**src/rtl/serial_subtractor.sv**
```systemverilog
// Bit-serial unsigned subtractor: one borrow-chain step per clock, LSB first.
// Optional registered zero flag is enabled by defining SERIAL_SUB_ZERO_FLAG_EN.
//
// state | meaning
// IDLE  | waiting for start; outputs hold last result
// SHIFT | one subtract step per edge, WIDTH edges total
// DONE  | result valid, done pulse for one cycle
module serial_subtractor #(
  parameter int WIDTH = 8
) (
  input  logic             clk,
  input  logic             rst,
  input  logic             start,
  input  logic [WIDTH-1:0] a,
  input  logic [WIDTH-1:0] b,
  output logic             busy,
  output logic             done,
  output logic [WIDTH-1:0] diff,
  output logic             borrow_out
`ifdef SERIAL_SUB_ZERO_FLAG_EN
  ,
  output logic             zero
`endif
);

  localparam int CW = $clog2(WIDTH + 1);

  typedef enum logic [1:0] {
    IDLE  = 2'd0,
    SHIFT = 2'd1,
    DONE  = 2'd2
  } state_t;

  state_t           state;
  logic [WIDTH-1:0] sa;
  logic [WIDTH-1:0] sb;
  logic [WIDTH-1:0] res;
  logic             br;
  logic [CW-1:0]    cnt;

  logic             d_bit;
  logic             br_next;
  logic [WIDTH-1:0] res_next;
  logic             last_step;

  always_comb begin
    d_bit     = sa[0] ^ sb[0] ^ br;
    br_next   = (~sa[0] & sb[0]) | (~(sa[0] ^ sb[0]) & br);
    res_next  = {d_bit, res[WIDTH-1:1]};
    last_step = (cnt == CW'(WIDTH - 1));
  end

  always_ff @(posedge clk) begin
    if (rst) begin
      state      <= IDLE;
      sa         <= '0;
      sb         <= '0;
      res        <= '0;
      br         <= 1'b0;
      cnt        <= '0;
      busy       <= 1'b0;
      done       <= 1'b0;
      diff       <= '0;
      borrow_out <= 1'b0;
`ifdef SERIAL_SUB_ZERO_FLAG_EN
      zero       <= 1'b1;
`endif
    end else begin
      case (state)
        IDLE: begin
          if (start) begin
            sa    <= a;
            sb    <= b;
            res   <= '0;
            br    <= 1'b0;
            cnt   <= '0;
            busy  <= 1'b1;
            state <= SHIFT;
          end
        end
        SHIFT: begin
          sa  <= sa >> 1;
          sb  <= sb >> 1;
          res <= res_next;
          br  <= br_next;
          cnt <= cnt + 1'b1;
          // Results become visible only on the final step.
          if (last_step) begin
            diff       <= res_next;
            borrow_out <= br_next;
`ifdef SERIAL_SUB_ZERO_FLAG_EN
            zero       <= (res_next == '0);
`endif
            done       <= 1'b1;
            state      <= DONE;
          end
        end
        DONE: begin
          done  <= 1'b0;
          busy  <= 1'b0;
          state <= IDLE;
        end
        default: begin
          done  <= 1'b0;
          busy  <= 1'b0;
          state <= IDLE;
        end
      endcase
    end
  end

endmodule

```
**config.mk**
```make
export PLATFORM = sky130hd
export DESIGN_NAME = serial_subtractor
export DESIGN_NICKNAME = d
export VERILOG_FILES = /design/src/rtl/serial_subtractor.sv
export SDC_FILE = /design/constraint.sdc
export NUM_CORES = 1
export LEC_CHECK = 0
export CAP_MARGIN = 20
export CORE_MARGIN = 3
export CORE_UTILIZATION = 25
export CTS_CLUSTER_SIZE = 10
export DETAILED_ROUTE_END_ITERATION = 16
export PLACE_DENSITY = 0.52
export SLEW_MARGIN = 20
export SYNTH_ARGS = -nofsm -noshare
export SYNTH_HDL_FRONTEND = slang
export SYNTH_SLANG_ARGS = --single-unit
```
**constraint.sdc**
```tcl
create_clock -name clk -period 1.3 [get_ports clk]
set_clock_uncertainty 0.2 [all_clocks]
set_input_delay 0.195 -clock clk [delete_from_list [all_inputs] [get_ports clk]]
set_output_delay 0.195 -clock clk [all_outputs]
set_load 0.02 [all_outputs]
```
Word-level counts from Yosys, hierarchy flattened:

Index checks and enable logic that the tools add are counted.

* eq/ne operators: 4
* mux-type cells: 17
* $add $sub $neg: 1
* bitwise logic cells: 9
* reductions and logical operators: 7

Operators by type and width (number)
* $pmux 8 s2: 3
* $mux 8: 3
* $reduce_and 2->1: 5
* $pmux 4 s2: 1
* $pmux 1 s2: 3
* $add 4x1->4 const B: 1
* $eq 4x3->1 const B: 1
* $mux 2: 2
* $mux 4: 1
* $ne 2x2->1 const B: 2
* $not 1->1: 4
* $pmux 2 s2: 1
* $mux 1: 3
* $and 1x1->1: 2
* $eq 2x1->1 const B: 1
* $logic_not 2->1: 1
* $reduce_bool 2->1: 1
* $xor 1x1->1: 2
* $or 1x1->1: 1

* register bits after elaboration: 42
* output and inout port bits: 11
* logic and storage cells: 48

Logic depth before layout (Yosys ltp):

* word-level depth: 5
* mapped depth: 6
* mapped depth without buffers: 4

Worst setup path after synthesis:

Ideal clock, no wire load.

* path type: reg-to-reg
* start point: reg cnt[0]
* end point: reg borrow_out
* setup slack: -0.089 ns
* arrival: 1.098 ns
* library setup time: 0.091 ns
* cell stages (with the launch flop): 5
* cells stage by stage: dfxtp_1 -> ha_1 -> and3b_1 -> buf_2 -> a311oi_1

* word-level cells in the longest chain between the ends: 2

RTL lines
* from (decl): line 39 `logic [CW-1:0] cnt;`
* from (signal assigned): line 86 `cnt <= cnt + 1'b1;`
* $eq 4x3->1: line 50 `last_step = (cnt == CW'(WIDTH - 1));`
* $reduce_and 2->1 (no source line)
* to (signal assigned): line 90 `borrow_out <= br_next;`
* to (decl): line 19 `output logic borrow_out`

Every way passes these cells.
A chain may end at the register's enable or synchronous reset.

Worst setup path after layout:

* start point: reg cnt[1]
* end point: reg state[0]

* word-level cells in the longest chain between the ends: 3

RTL lines
* $eq 4x3->1: line 50
* $ne 2x2->1 (no source line)
* $reduce_and 2->1 (no source line)
* to (signal assigned): line 55 `state <= IDLE;`
* to (signal assigned): line 78 `state <= SHIFT;`
* to (signal assigned): line 95 `state <= DONE;`
* to (decl): line 34 `state_t state;`

Every way passes these cells.

==> summary.txt <==
Status
  • Status: finished with violations
  • Violated checks: setup timing

Clock tree
  • TritonCTS buffer count: 5
  • Clock sink count: 41
  • CTS max path bufs: 2
  • Clock latency on the worst-skew pair: 300 ps
  • Clock Pin Slew Worst Setup and Hold Paths: 80 ps
  • Root Driver: clkbuf_8
  • Htree depth: 2
  • CTS tree: built

Detailed routing
  • Drt initial violations: 133
  • Vias post-DR: 1635
  • DR WL/cell: 14.01 µm
  • DRT antenna net count: 0
  • Routed vias/inst: 4.881
  • Total wire length: 4692 µm
  • Number of remaining DRC errors: 0
  • TritonRoute pass-1 iters: 4

Placed design
  • HPWL after detailed placement: 2924 µm
  • Dpl cells: 310
  • Final GP Congestion: 0.7289
  • # port buffers: 29
  • Dpl ws: -421.9 ps

Critical path
  • Worst setup EP type: register
  • Critical Path RT: 1300 ps
  • Worst Setup Start Kind: register
  • Worst path arrival time: 1440 ps
  • Worst-path fanout max: 5
  • Critical path class: reg2reg

Die
  • Die Y: 88.66 µm
  • DIE WIDTH: 88.66 µm
  • Die area: 7860 µm²
  • Num rows: 29
  • I/O pin count: 30
  • Initial core utilization: 0.2630
  • CORE AREA: 6495 µm²

Power
  • Static leakage: 1.059 nW
  • Maximum VDD drop: 0.3912 mV
  • Overall power: 2.897 mW
  • Cell Pwr Density: 1068 nW/µm²

Timing
  • Worst-Margin Slew: 341.8 ps
  • Final setup vio count: 38
  • Max Fclk: 694.7 MHz
  • RSZ-0062 raised after global routing: true
  • Minimum clock period: 1439 ps
  • Final WS setup: -139.4 ps
  • Final cycle utilization of the critical path: 1.107
  • Final hold slack: 242.4 ps
  • Max-slew violations: 0
  • Final Hold Viols: 0
  • Slew HR: 0.7721

Synth
  • Cell variety after synth: 32
  • Sequential element share of the synthesized area: 0.4806
  • Synth Instances: 193
  • Syn_area_per_cell: 8.849 µm²
  • Mapped Area: 1708 µm²
  • Syn nets: 214
  • Ys Warns: 0
  • Synth Register Bits: 41

Final layout
  • Area delta synth->final: 58.75%
  • Layout Cells excl Fill: 335
  • ANT cells: 0
  • # nets final: 278
  • Layout fillers: 620
  • Layout cell share with drive strength beyond 1: 0.4264

Run
  • Max-cap viol count: 0

Global routing
  • Met2 Track Usage GR: 0.2105
  • Largest net degree at the start of global routing: 20
  • Met1 Resource Use GR: 0.1726
  • Met3 Resource Use GR: 0.03259
  • GRT Util Overall: 0.1336
  • First-pass GRT wire length: 8059 µm
  • Gr ovfl total: 0
  • Grt peak-use layer: met2
  • Vias in the first global route: 1662
  • Initial antenna violation count: 0

Worst hold path
  • HP Class: in2reg
[cells by family (layout without fill, tap and decap cells)]
kind of cell | after synthesis | count (layout) | share of synthesized area
compound gates | 65 | 66 | 0.2689
fa+ha+maj | 2 | 2 | 0.01905
buf+inv | 20 | 82 | 0.06740
flops | 41 | 41 | 0.4806
simple gates | 65 | 67 | 0.1641
[layer usage]
metal	up-vias	share of wire	wire length (µm)
met5	-	0	0
met4	0	0.027	125
met3	11	0.036	171
met2	24	0.48	2244
met1	776	0.46	2152
li1	824	-	-
[layout make-up]
cell class                      instances  area, µm²  share of cell area
Clock buffer                            6      82.58             0.03046
Clock inverter                          2      37.54             0.01384
Tap cell                               77      96.34             0.03553
Sequential cell                        41      837.1              0.3087
Timing Repair Buffer                   71      669.4              0.2469
Inverter                                3      13.76            0.005076
Multi-Input combinational cell        135      974.7              0.3595
[flip-flops by register name (all words and copies together), names as in the netlist, 2 cells and up]
register	flops
cnt	4
res	7
diff	8
state	2
sa	8
sb	8
[power breakdown]
part | internal (mW) | switching [mW] | leakage [nW]
combinational | 0.245 | 0.219 | 0.662
clock | 0.625 | 0.462 | 0.0574
sequential | 1.31 | 0.0375 | 0.339
total | 2.18 | 0.718 | 1.06
[Yosys cell counts (all sizes together)]
master / number / area share
ha: 1 / 0.0073
o21bai: 1 / 0.011
a21oi: 25 / 0.073
or4: 1 / 0.0044
a22oi: 10 / 0.044
nand3: 10 / 0.029
o21ba: 1 / 0.0095
nand2: 21 / 0.046
o32a: 1 / 0.0059
fa: 1 / 0.012
a2111oi: 1 / 0.0051
nand2b: 2 / 0.0088
a31oi: 1 / 0.0037
inv: 3 / 0.0066
a221oi: 1 / 0.0051
dfxtp: 41 / 0.48
and3b: 1 / 0.0051
a211oi: 13 / 0.057
clkbuf: 5 / 0.011
nor3b: 1 / 0.0044
nor3: 1 / 0.0029
o31ai: 8 / 0.035
a311oi: 2 / 0.014
nor2: 27 / 0.059
a2bb2oi: 1 / 0.0051
nor2b: 1 / 0.0037
buf: 12 / 0.050
[cells in the final DEF (no fill, tap or decap), drive strengths merged, types with 2 or more instances in the layout]
| cell type | n |
|---|---|
| buf | 53 |
| dfxtp | 41 |
| nor2 | 27 |
| a21oi | 25 |
| nand2 | 21 |
| clkdlybuf4s50 | 17 |
| a211oi | 13 |
| a22oi | 10 |
| nand3 | 10 |
| o31ai | 8 |
| clkbuf | 6 |
| inv | 3 |
| nand2b | 3 |
| and3b | 2 |
| o21ba | 2 |
| a311oi | 2 |
[per-stage QoR]
stage / setup TNS, ps / cell area [µm²] / utilization
2_1_floorplan: -30.69 / 1764 / -
3_3_place_gp: -11320 / 2307 / 0.3552
3_5_place_dp: -12060 / 2307 / 0.3552
4_1_cts: -2879 / 2624 / 0.4040
5_1_grt: -5523 / 2711 / 0.4175
6_report: -2982 / 2711 / 0.4175
[worst max-delay path: stages (launching register included)]
cell and delay, ps:
dfxtp_2 340, ha_4 160, and3b_2 250, buf_6 140, a2111oi_4 250
[path summary, 6_finish.rpt]
path	from	endpoint	slack (ps)	depth (start not counted)
setup / recovery	cnt[1]$_SDFFE_PP0P_	state[0]$_SDFFE_PP0P_	-140	4
hold reg to reg	diff[4]$_SDFFE_PP0P_	diff[4]$_SDFFE_PP0P_	270	2
hold / removal	a[5]	sa[5]$_SDFFE_PP0P_	240	3
setup reg to reg	cnt[1]$_SDFFE_PP0P_	state[0]$_SDFFE_PP0P_	-140	4
[repair_timing]
item | CTS | global route
hold buffers | 0 | 0
gates cloned | 3 | 0
pin swaps | 12 | 12
gates resized for setup | 73 | 24
hold endpoints to repair | 0 | 0
endpoints found under the setup margin | 51 | 48
setup buffers | 6 | 8
Power figures use the tool's default switching activity.
